[config.mk]
export PLATFORM = sky130hd
export DESIGN_NAME = hazard_ctrl
export DESIGN_NICKNAME = d
export VERILOG_FILES = /design/src/rtl/hazard_pkg.sv /design/src/rtl/hz_stage_reg.sv /design/src/rtl/hazard_ctrl.sv
export SDC_FILE = /design/constraint.sdc
export NUM_CORES = 1
export LEC_CHECK = 0
export CAP_MARGIN = 15
export CORE_MARGIN = 2
export CORE_UTILIZATION = 45
export CTS_CLUSTER_SIZE = 12
export DETAILED_ROUTE_END_ITERATION = 7
export GPL_TIMING_DRIVEN = 0
export PLACE_DENSITY = 0.77
export SYNTH_ARGS = -nofsm -noshare
export SYNTH_HDL_FRONTEND = slang
export SYNTH_SLANG_ARGS = --single-unit
[constraint.sdc]
create_clock -name clk -period 2.41 [get_ports clk]
set_clock_uncertainty 0.15 [all_clocks]
set_input_delay 0.482 -clock clk [delete_from_list [all_inputs] [get_ports clk]]
set_output_delay 0.482 -clock clk [all_outputs]
set_load 0.02 [all_outputs]
[src/rtl/hazard_pkg.sv]
// Shared types for the hazard controller: optype classes,
// forward selects and the shadow-stage record.
package hazard_pkg;

  localparam int HZ_RAW = 5;

  typedef enum logic [1:0] {
    HZ_NONE  = 2'b00,
    HZ_STORE = 2'b01,
    HZ_ALU   = 2'b10,
    HZ_LOAD  = 2'b11
  } hz_optype_e;

  typedef enum logic [1:0] {
    FWD_RF       = 2'd0,
    FWD_EX_ALU   = 2'd1,
    FWD_MEM_ALU  = 2'd2,
    FWD_MEM_DATA = 2'd3
  } hz_fwd_e;

  typedef struct packed {
    hz_optype_e        optype;
    logic [HZ_RAW-1:0] rd;
    logic [HZ_RAW-1:0] rs2;
  } hz_stage_t;

  // x0 is never a producer
  function automatic logic hz_writes(
    input hz_optype_e        op,
    input logic [HZ_RAW-1:0] rd
  );
    return (op == HZ_ALU || op == HZ_LOAD) && rd != '0;
  endfunction

endpackage

[src/rtl/hz_stage_reg.sv]
// One shadow pipeline stage: async clear, synchronous bubble.
// A bubble inserts an empty record (optype none).
module hz_stage_reg
  import hazard_pkg::*;
(
  input  logic      clk,
  input  logic      rst_n,
  input  logic      bubble,
  input  hz_stage_t d,
  output hz_stage_t q
);

  always_ff @(posedge clk or negedge rst_n) begin
    if (!rst_n) begin
      q <= '0;
    end else if (bubble) begin
      q <= '0;
    end else begin
      q <= d;
    end
  end

endmodule

[src/rtl/hazard_ctrl.sv]
// Hazard controller: load-use stall, branch flush and forward
// selects derived from a shadow copy of the EX/MEM stages.
module hazard_ctrl
  import hazard_pkg::*;
#(
  parameter int REG_AW = 5
) (
  input  logic              clk,
  input  logic              rst_n,
  input  logic              rs1use_ID,
  input  logic              rs2use_ID,
  input  logic [1:0]        hazard_optype_ID,
  input  logic [REG_AW-1:0] rs1_ID,
  input  logic [REG_AW-1:0] rs2_ID,
  input  logic [REG_AW-1:0] rd_ID,
  input  logic              Branch_ID,
  output logic              PC_EN_IF,
  output logic              reg_FD_EN,
  output logic              reg_FD_flush,
  output logic              reg_DE_flush,
  output logic [1:0]        forward_ctrl_A,
  output logic [1:0]        forward_ctrl_B,
  output logic              forward_ctrl_ls
);

  hz_stage_t         id_d;
  hz_stage_t         ex_q;
  hz_stage_t         mem_q;
  logic [HZ_RAW-1:0] rs1_i;
  logic [HZ_RAW-1:0] rs2_i;
  logic              ex_ld;
  logic              stall;
  logic              unused_mem_rs2;

  function automatic hz_fwd_e fwd(
    input logic              en,
    input logic [HZ_RAW-1:0] rs,
    input hz_optype_e        ex_op,
    input logic [HZ_RAW-1:0] ex_rd,
    input hz_optype_e        mem_op,
    input logic [HZ_RAW-1:0] mem_rd
  );
    logic ex_hit;
    logic mem_hit;
    ex_hit  = en && ex_op == HZ_ALU
              && ex_rd != '0 && ex_rd == rs;
    mem_hit = en && !ex_hit
              && hz_writes(mem_op, mem_rd) && mem_rd == rs;
    unique case (1'b1)
      ex_hit:                      fwd = FWD_EX_ALU;
      mem_hit && mem_op == HZ_ALU: fwd = FWD_MEM_ALU;
      mem_hit && mem_op == HZ_LOAD: fwd = FWD_MEM_DATA;
      default:                     fwd = FWD_RF;
    endcase
  endfunction

  assign rs1_i = HZ_RAW'(rs1_ID);
  assign rs2_i = HZ_RAW'(rs2_ID);

  assign id_d = '{
    optype: hz_optype_e'(hazard_optype_ID),
    rd:     HZ_RAW'(rd_ID),
    rs2:    rs2_i
  };

  hz_stage_reg u_ex (
    .clk    (clk),
    .rst_n  (rst_n),
    .bubble (reg_DE_flush),
    .d      (id_d),
    .q      (ex_q)
  );

  hz_stage_reg u_mem (
    .clk    (clk),
    .rst_n  (rst_n),
    .bubble (1'b0),
    .d      (ex_q),
    .q      (mem_q)
  );

  assign unused_mem_rs2 = ^mem_q.rs2;

  // A store only stalls on its address operand; its data is
  // picked up later from MEM by forward_ctrl_ls.
  assign ex_ld = ex_q.optype == HZ_LOAD && ex_q.rd != '0;
  assign stall = ex_ld
    && ((rs1use_ID && rs1_i == ex_q.rd)
     || (rs2use_ID && rs2_i == ex_q.rd
         && id_d.optype != HZ_STORE));

  assign PC_EN_IF     = !stall;
  assign reg_FD_EN    = !stall;
  assign reg_DE_flush = stall;
  // Gated by reset so a stray branch cannot flush during reset
  assign reg_FD_flush = rst_n && Branch_ID && !stall;

  assign forward_ctrl_A = stall ? FWD_RF :
    fwd(rs1use_ID, rs1_i, ex_q.optype, ex_q.rd,
        mem_q.optype, mem_q.rd);

  assign forward_ctrl_B = stall ? FWD_RF :
    fwd(rs2use_ID, rs2_i, ex_q.optype, ex_q.rd,
        mem_q.optype, mem_q.rd);

  assign forward_ctrl_ls = ex_q.optype == HZ_STORE
    && mem_q.optype == HZ_LOAD
    && mem_q.rd != '0
    && ex_q.rs2 == mem_q.rd;

endmodule
=== Word level (Yosys, flattened, before mapping) ===
Cells that the tools add are included.

* Add/sub/neg operators: 0
* Multiply operators: 0
* Divide/modulo/power cells: 0
* $lt $le $gt $ge: 0
* Equality and inequality tests: 13
* Shifts and indexed selects: 0
* Multiplexer cells: 5
* Bitwise gates (word level): 0
* Reductions and logical operators: 34

{| class="wikitable"
|+ Operator list
! kind !! number
|-
| 5-bit equality test || 7
|-
| 1-bit logical AND || 27
|-
| 12-bit 2-to-1 mux || 1
|-
| 2-bit case mux with 3 select lines || 2
|-
| 5-bit nonzero test || 2
|-
| 2-bit equality test, second input constant || 4
|-
| 2-bit 2-to-1 mux || 2
|-
| 1-bit zero test || 3
|-
| 2-bit by 1-bit equality test with 1-bit output, second input constant || 1
|-
| 1-bit logical OR || 2
|-
| 2-bit by 1-bit != test with 1-bit output, second input constant || 1
|}

* Register bits: 19
* Bits in latches: 0
* RAM bits: 0
* Bits in read-only memories: 0
* Input bits: 22
* Output and inout port bits: 9
* Memories kept: 0

=== Logic depth before layout (Yosys ltp) ===
Gate-level depths: netlist (run 1).

* Depth after elaboration: 11
* Depth in mapped cells: 7

=== Modules after synthesis ===
From an unflattened synthesis (run 1), not the netlist that was laid out.

* Cells, all modules: 112
* Area, all modules: 1315.0 um2

{| class="wikitable"
|+ Modules (own cells, without submodules)
! module !! times used !! cells each !! area an instance (um2)
|-
| hz_stage_reg || 2 || 25 || 426.7
|-
| hazard_ctrl || 1 || 62 || 461.7
|}

=== Worst setup path before layout (run 1) ===
OpenSTA, ideal clock, no wires.

* Path kind: reg-to-output
* Start: register u_ex.q[5] (netlist bit)
* End: output port forward_ctrl_B[1]
* Arrival: 1830 ps
* Path slack: -52 ps
* Cell stages (with the launch flop): 6
* Path buffers: 1
* Path through: dfrtp_1 or4_1 o21a_1 o211a_2 buf_6 nor4_4

{| class="wikitable"
|+ RTL lines
! what !! RTL line !! source
|-
| start: declaration || hz_stage_reg.sv:10 || <nowiki>output hz_stage_t q</nowiki>
|-
| start signal: assignment || hz_stage_reg.sv:15 || <nowiki>q <= '0;</nowiki>
|-
| start signal: assignment || hz_stage_reg.sv:17 || <nowiki>q <= '0;</nowiki>
|-
| start signal: assignment || hz_stage_reg.sv:19 || <nowiki>q <= d;</nowiki>
|-
| 5-bit equality test || hazard_ctrl.sv:89 || <nowiki>|| (rs2use_ID && rs2_i == ex_q.rd</nowiki>
|-
| 1-bit logical AND || hazard_ctrl.sv:89 ||
|-
| 1-bit logical AND || hazard_ctrl.sv:90 || <nowiki>&& id_d.optype != HZ_STORE));</nowiki>
|-
| 1-bit logical OR || hazard_ctrl.sv:89 ||
|-
| 1-bit logical AND (*) || hazard_ctrl.sv:88 || <nowiki>&& ((rs1use_ID && rs1_i == ex_q.rd)</nowiki>
|-
| named net reg_DE_flush || hazard_ctrl.sv:20 || <nowiki>output logic reg_DE_flush,</nowiki>
|-
| 2-bit 2-to-1 mux (*) || hazard_ctrl.sv:102 || <nowiki>assign forward_ctrl_B = stall ? FWD_RF :</nowiki>
|-
| end: declaration || hazard_ctrl.sv:22 || <nowiki>output logic [1:0] forward_ctrl_B,</nowiki>
|}

The timed path passes the listed nets; every way through them passes the cells marked *.

=== Worst setup path in the final report (run 1) ===
* Start: register u_mem.q[8] (netlist bit)
* End: output port forward_ctrl_B[0]

* Cells in the longest elaborated chain, start to end: 7

{| class="wikitable"
|+ Ends and longest elaborated chain
! what !! RTL line !! source
|-
| start: declaration || hz_stage_reg.sv:10 ||
|-
| start signal: assignment || hz_stage_reg.sv:15 ||
|-
| start signal: assignment || hz_stage_reg.sv:17 ||
|-
| start signal: assignment || hz_stage_reg.sv:19 ||
|-
| 5-bit nonzero test || hazard_pkg.sv:32 || <nowiki>return (op == HZ_ALU || op == HZ_LOAD) && rd != '0;</nowiki>
|-
| 1-bit logical AND || hazard_pkg.sv:32 ||
|-
| 1-bit logical AND || hazard_ctrl.sv:48 || <nowiki>&& hz_writes(mem_op, mem_rd) && mem_rd == rs;</nowiki>
|-
| 1-bit logical AND (*) || hazard_ctrl.sv:48 ||
|-
| 1-bit logical AND, on equally long branches || hazard_ctrl.sv:52, hazard_ctrl.sv:51 ||
|-
| 2-bit case mux with 3 select lines (*) || hazard_ctrl.sv:49 || <nowiki>unique case (1'b1)</nowiki>
|-
| 2-bit 2-to-1 mux (*) || hazard_ctrl.sv:102 ||
|}

Every way passes the cells marked *; elsewhere a longest branch is shown, timed or not.

==> impl_summary.md, run 1 <==
Floorplanning
The floorplan has 17 rows. Measured along the x axis, the die boundary spans a little over 50 µm. In this run the vertical extent of the chip is 51.81 µm.

The die area is ~2700 µm². The total area inside the core boundary comes to between 2000 and 2500 µm². In this run the count of I/O pins placed on the die edge is 31. The initial utilization of the core area, before any placement, comes to 0.4694.

Finish
The sequential cell area is around 480 µm². For this run, the share of the core covered by cells in the final layout is 0.7253. Fill cells in the final layout number 156. The final net count is between 150 and 200. The area growth from synthesis to layout is 54.50%. The post-route non-filler standard cell count is 167.

The repair_antennas step left the layout with diodes totalling 0. The multi-input combinational cells in the finished layout cover a total of approximately 620 µm². The share of final-layout standard cells stronger than drive strength 1 is 0.4029.

STA
The total count of hold-check failures in the final report came to 0. The achievable clock frequency is ~360 MHz. In the finished design, the share of the clock period the worst path needs comes to 1.163.

The number of endpoints failing setup at the final stage is 9. In the post-route analysis, the smallest setup slack over all paths is -0.3934 ns. The post-layout minimum cycle time is between 2 and 3 ns. The slew at the pin closest to its max-slew limit is roughly 0.9 ns. The worst-case headroom to the max-slew limit is 0.4035. The max-slew violation total from the final report came to 0. The sum of negative setup slack is -2.325 ns. Setup repair after global routing could not meet its margin everywhere.

The worst hold margin is between 0.2 and 0.25 ns.

Pwr
The leakage component of the power is around 0.66 nW. In this run the power density over the cells is between 400 and 500 nW/µm². The maximum VDD drop is 380.6 µV.

Clock tree
The clock-pin slew reported for the worst setup and hold paths after clock tree synthesis is approximately 0.12 ns. The number of CTS-inserted buffers is 3. The CTS tree is yes. CTS saw 19 sinks.

The depth of the CTS H-tree is 1. The clock passes through at most 2 buffers. The later pin in the worst-skew pair is clocked with a latency of between 0.3 and 0.4 ns.

Clock tree synthesis selected as its root buffer the cell sky130_fd_sc_hd__clkbuf_4. The number of hold-repair buffers added at the cts stage is 0.

Global routing
The met1 usage in global routing is 0.2607. The number of global-route vias before repair was 950. Entering global routing, the biggest net connects 21 pins. The initial antenna violation count is 0. For met2 alone, demand over resource in global routing was 0.4124. For this run, the total global-route usage over all layers was measured as 0.2323. The global routing met3 resource utilization is 0.06609. The layer flagged by global routing as most heavily used is met2. The aggregate global routing overflow is 0. The wire length of the first global-routing pass is around 4.4 mm.

Synth
The area fraction in compound gates after synthesis was 0.05839. The synthesized-area fraction occupied by and/or/nand/nor cells is 0.2409. Yosys mapped the design onto 29 distinct sky130hd cell types. The sequential share of the synthesized area is 0.4623. The top cell type by total area after synthesis is sky130_fd_sc_hd__dfrtp_1. For this run, asynchronously set or reset flops after synthesis account for 1.000.

The share of synthesized area in the top cell type comes to 0.4623. The share of synthesized cell area in full adder, half adder and majority cells is 0. By area the synthesized netlist is led by sky130_fd_sc_hd__dfrtp_1 46%, sky130_fd_sc_hd__xnor2_1 13%, sky130_fd_sc_hd__xor2_1 8.5%. The xor/xnor share of the synthesized area is 0.2129. For this run, the number of Yosys warnings is 0. The average size of a mapped cell is between 10 and 15 µm². The number of flops mapped to enable cells by yosys is 0. The flop and latch count out of synthesis is 19. The multiplexer share of the synthesized area is 0. The synthesized net count is about 110. The prevailing post-synth register cell is sky130_fd_sc_hd__dfrtp_1. The cell area that synthesis handed to floorplanning was around 1000 µm².

In the synthesized netlist, the number of instances is slightly above 90. The largest family of logic cells by synthesized area is simple AND/OR/NAND/NOR gates.

Place
The final estimated routing congestion in global placement is 0.8517. The count of input and output buffers is 30. The HPWL after detailed placement is 1.740 mm. The number of instances in the placed design is ~150.

Outcome
The final reports fail on setup timing. The run finished, with violations left.

Setup path
The category of the critical setup timing path is flip-flop to output pin. STA classifies the critical path startpoint as a flip-flop. For the worst setup path, the data required time is 1.78 ns.

The data arrival time of the critical path is roughly 2.2 ns. The largest driver fanout on the critical path is 3. The endpoint class of the critical path is an output pin.

Routing
The violation count after the first detailed-route iteration is 14. The number of DRC violations after detailed routing is 0. Wires add up to approximately 2.7 mm. The count of vias placed by the detailed router is 866.

After detailed routing, the average wire length per cell comes to about 16 µm. In this run the remaining antenna-violating nets after routing total 0. The per-cell via count in the routed design is between 5 and 6. The number of detailed-route iterations in the first pass is 4.

Job
The reported max-cap violation count is 0.

Worst hold path
The classification of the worst-slack hold path is input pin to async pin.
-- state kept, by name, summed over array words and instances, names as in the netlist --
name     cells
u_ex.q      12
u_mem.q      7
-- where the power goes --
part	switching [mW]	leakage, nW	internal (mW)
registers	0.0151	0.221	0.336
logic	0.0718	0.427	0.0841
clock network	0.108	0.0139	0.0634
-- synth_stat cells, types with 2 or more instances --
cell type and count:
sky130_fd_sc_hd__and2b_1 3, sky130_fd_sc_hd__xor2_1 10, sky130_fd_sc_hd__nor3_1 3, sky130_fd_sc_hd__nor2_1 3
sky130_fd_sc_hd__and2b_2 9, sky130_fd_sc_hd__nor4_1 4, sky130_fd_sc_hd__dfrtp_1 19, sky130_fd_sc_hd__nand4_1 3
sky130_fd_sc_hd__xnor2_1 15, sky130_fd_sc_hd__or4_1 2, sky130_fd_sc_hd__nand2_1 2
-- per-layer routing --
metal  up-vias  share of wire
li1        403              -
met1       411           0.41
met2        44           0.52
met3         8          0.054
met4         0          0.019
met5         -              0
-- logic make-up (layout without fill, tap and decap cells) --
kind of cell | count (synthesis) | count (layout)
AO/OA/AOI/OAI | 8 | 8
XOR/XNOR | 25 | 25
buffers and inverters | 4 | 52
flip-flops | 19 | 19
AND/OR/NAND/NOR | 35 | 35
-- final timing paths --
kind / from / slack (ns) / end / cells after the start
worst max-delay path: u_mem.q[8] / -0.39 / forward_ctrl_B[0] / 6
worst min-delay path: rst_n / 0.24 / u_ex.q[4] / 1
worst max register to register: u_ex.q[9] / 0.26 / u_ex.q[9] / 7
worst min register to register: u_ex.q[11] / 0.28 / u_mem.q[11] / 0
max in group asynchronous: rst_n / 1.27 / u_ex.q[9] / 1
min in group clk: u_ex.q[11] / 0.28 / u_mem.q[11] / 0
-- cell type report --
type | instances | area share
timing repair buffer | 45 | 0.2543
clock buffer | 3 | 0.01417
multi-input combinational | 68 | 0.3929
sequential | 19 | 0.3000
tap | 28 | 0.02205
buffer | 2 | 0.009449
clock inverter | 1 | 0.004724
inverter | 1 | 0.002362
-- through the flow --
step	area [µm²]	power (mW)	setup slack, ns
detailed placement	1378	0.4838	-1.086
finish	1589	0.6789	-0.3934
global route	1589	0.7144	-0.4376
global placement	1378	0.4801	-1.096
CTS	1551	0.6735	-0.3139
floorplan	1042	0.4188	-0.03253
-- critical path: stages (launching register included) --
cell and delay, ns:
sky130_fd_sc_hd__dfrtp_1 0.42, sky130_fd_sc_hd__or4_4 0.56, sky130_fd_sc_hd__o211ai_1 0.33, sky130_fd_sc_hd__buf_4 0.17, sky130_fd_sc_hd__nor2_1 0.04, sky130_fd_sc_hd__o21ba_2 0.22, sky130_fd_sc_hd__buf_6 0.12
-- timing repair --
| item | in CTS | in global routing |
|---|---|---|
| pin swaps | 15 | 6 |
| setup buffers | 15 | 2 |
| gates resized for setup | 75 | 8 |
| setup endpoints to repair | 9 | 9 |
-- cells in the final DEF (no fill, tap or decap), types with 2 or more instances in the layout --
| cell | synthesis | final |
|---|---|---|
| sky130_fd_sc_hd__nand2_1 | 2 | 2 |
| sky130_fd_sc_hd__dlygate4sd2_1 | 0 | 10 |
| sky130_fd_sc_hd__xor2_2 | 0 | 4 |
| sky130_fd_sc_hd__clkbuf_4 | 0 | 3 |
| sky130_fd_sc_hd__buf_6 | 1 | 8 |
| sky130_fd_sc_hd__xnor2_1 | 15 | 15 |
| sky130_fd_sc_hd__nor2_1 | 3 | 2 |
| sky130_fd_sc_hd__xor2_1 | 10 | 6 |
| sky130_fd_sc_hd__nand4_1 | 3 | 3 |
| sky130_fd_sc_hd__and2b_2 | 9 | 9 |
| sky130_fd_sc_hd__nor4_4 | 1 | 3 |
| sky130_fd_sc_hd__and2b_1 | 3 | 3 |
| sky130_fd_sc_hd__buf_4 | 1 | 17 |
| sky130_fd_sc_hd__nor3_1 | 3 | 2 |
| sky130_fd_sc_hd__dfrtp_1 | 19 | 18 |
| sky130_fd_sc_hd__clkdlybuf4s50_1 | 0 | 11 |
Note: power is estimated with default switching activity, not from simulation.
==> run 2: changes to the inputs <==
--- a/config.mk
+++ b/config.mk
@@ -8,6 +8,7 @@
 export CAP_MARGIN = 15
 export CORE_MARGIN = 2
 export CORE_UTILIZATION = 45
+export CTS_CLUSTER_DIAMETER = 100
 export CTS_CLUSTER_SIZE = 12
 export DETAILED_ROUTE_END_ITERATION = 7
 export GPL_TIMING_DRIVEN = 0
==> results of run 2 <==
No change in the layout: final DEF, timing and power equal those of run 1.
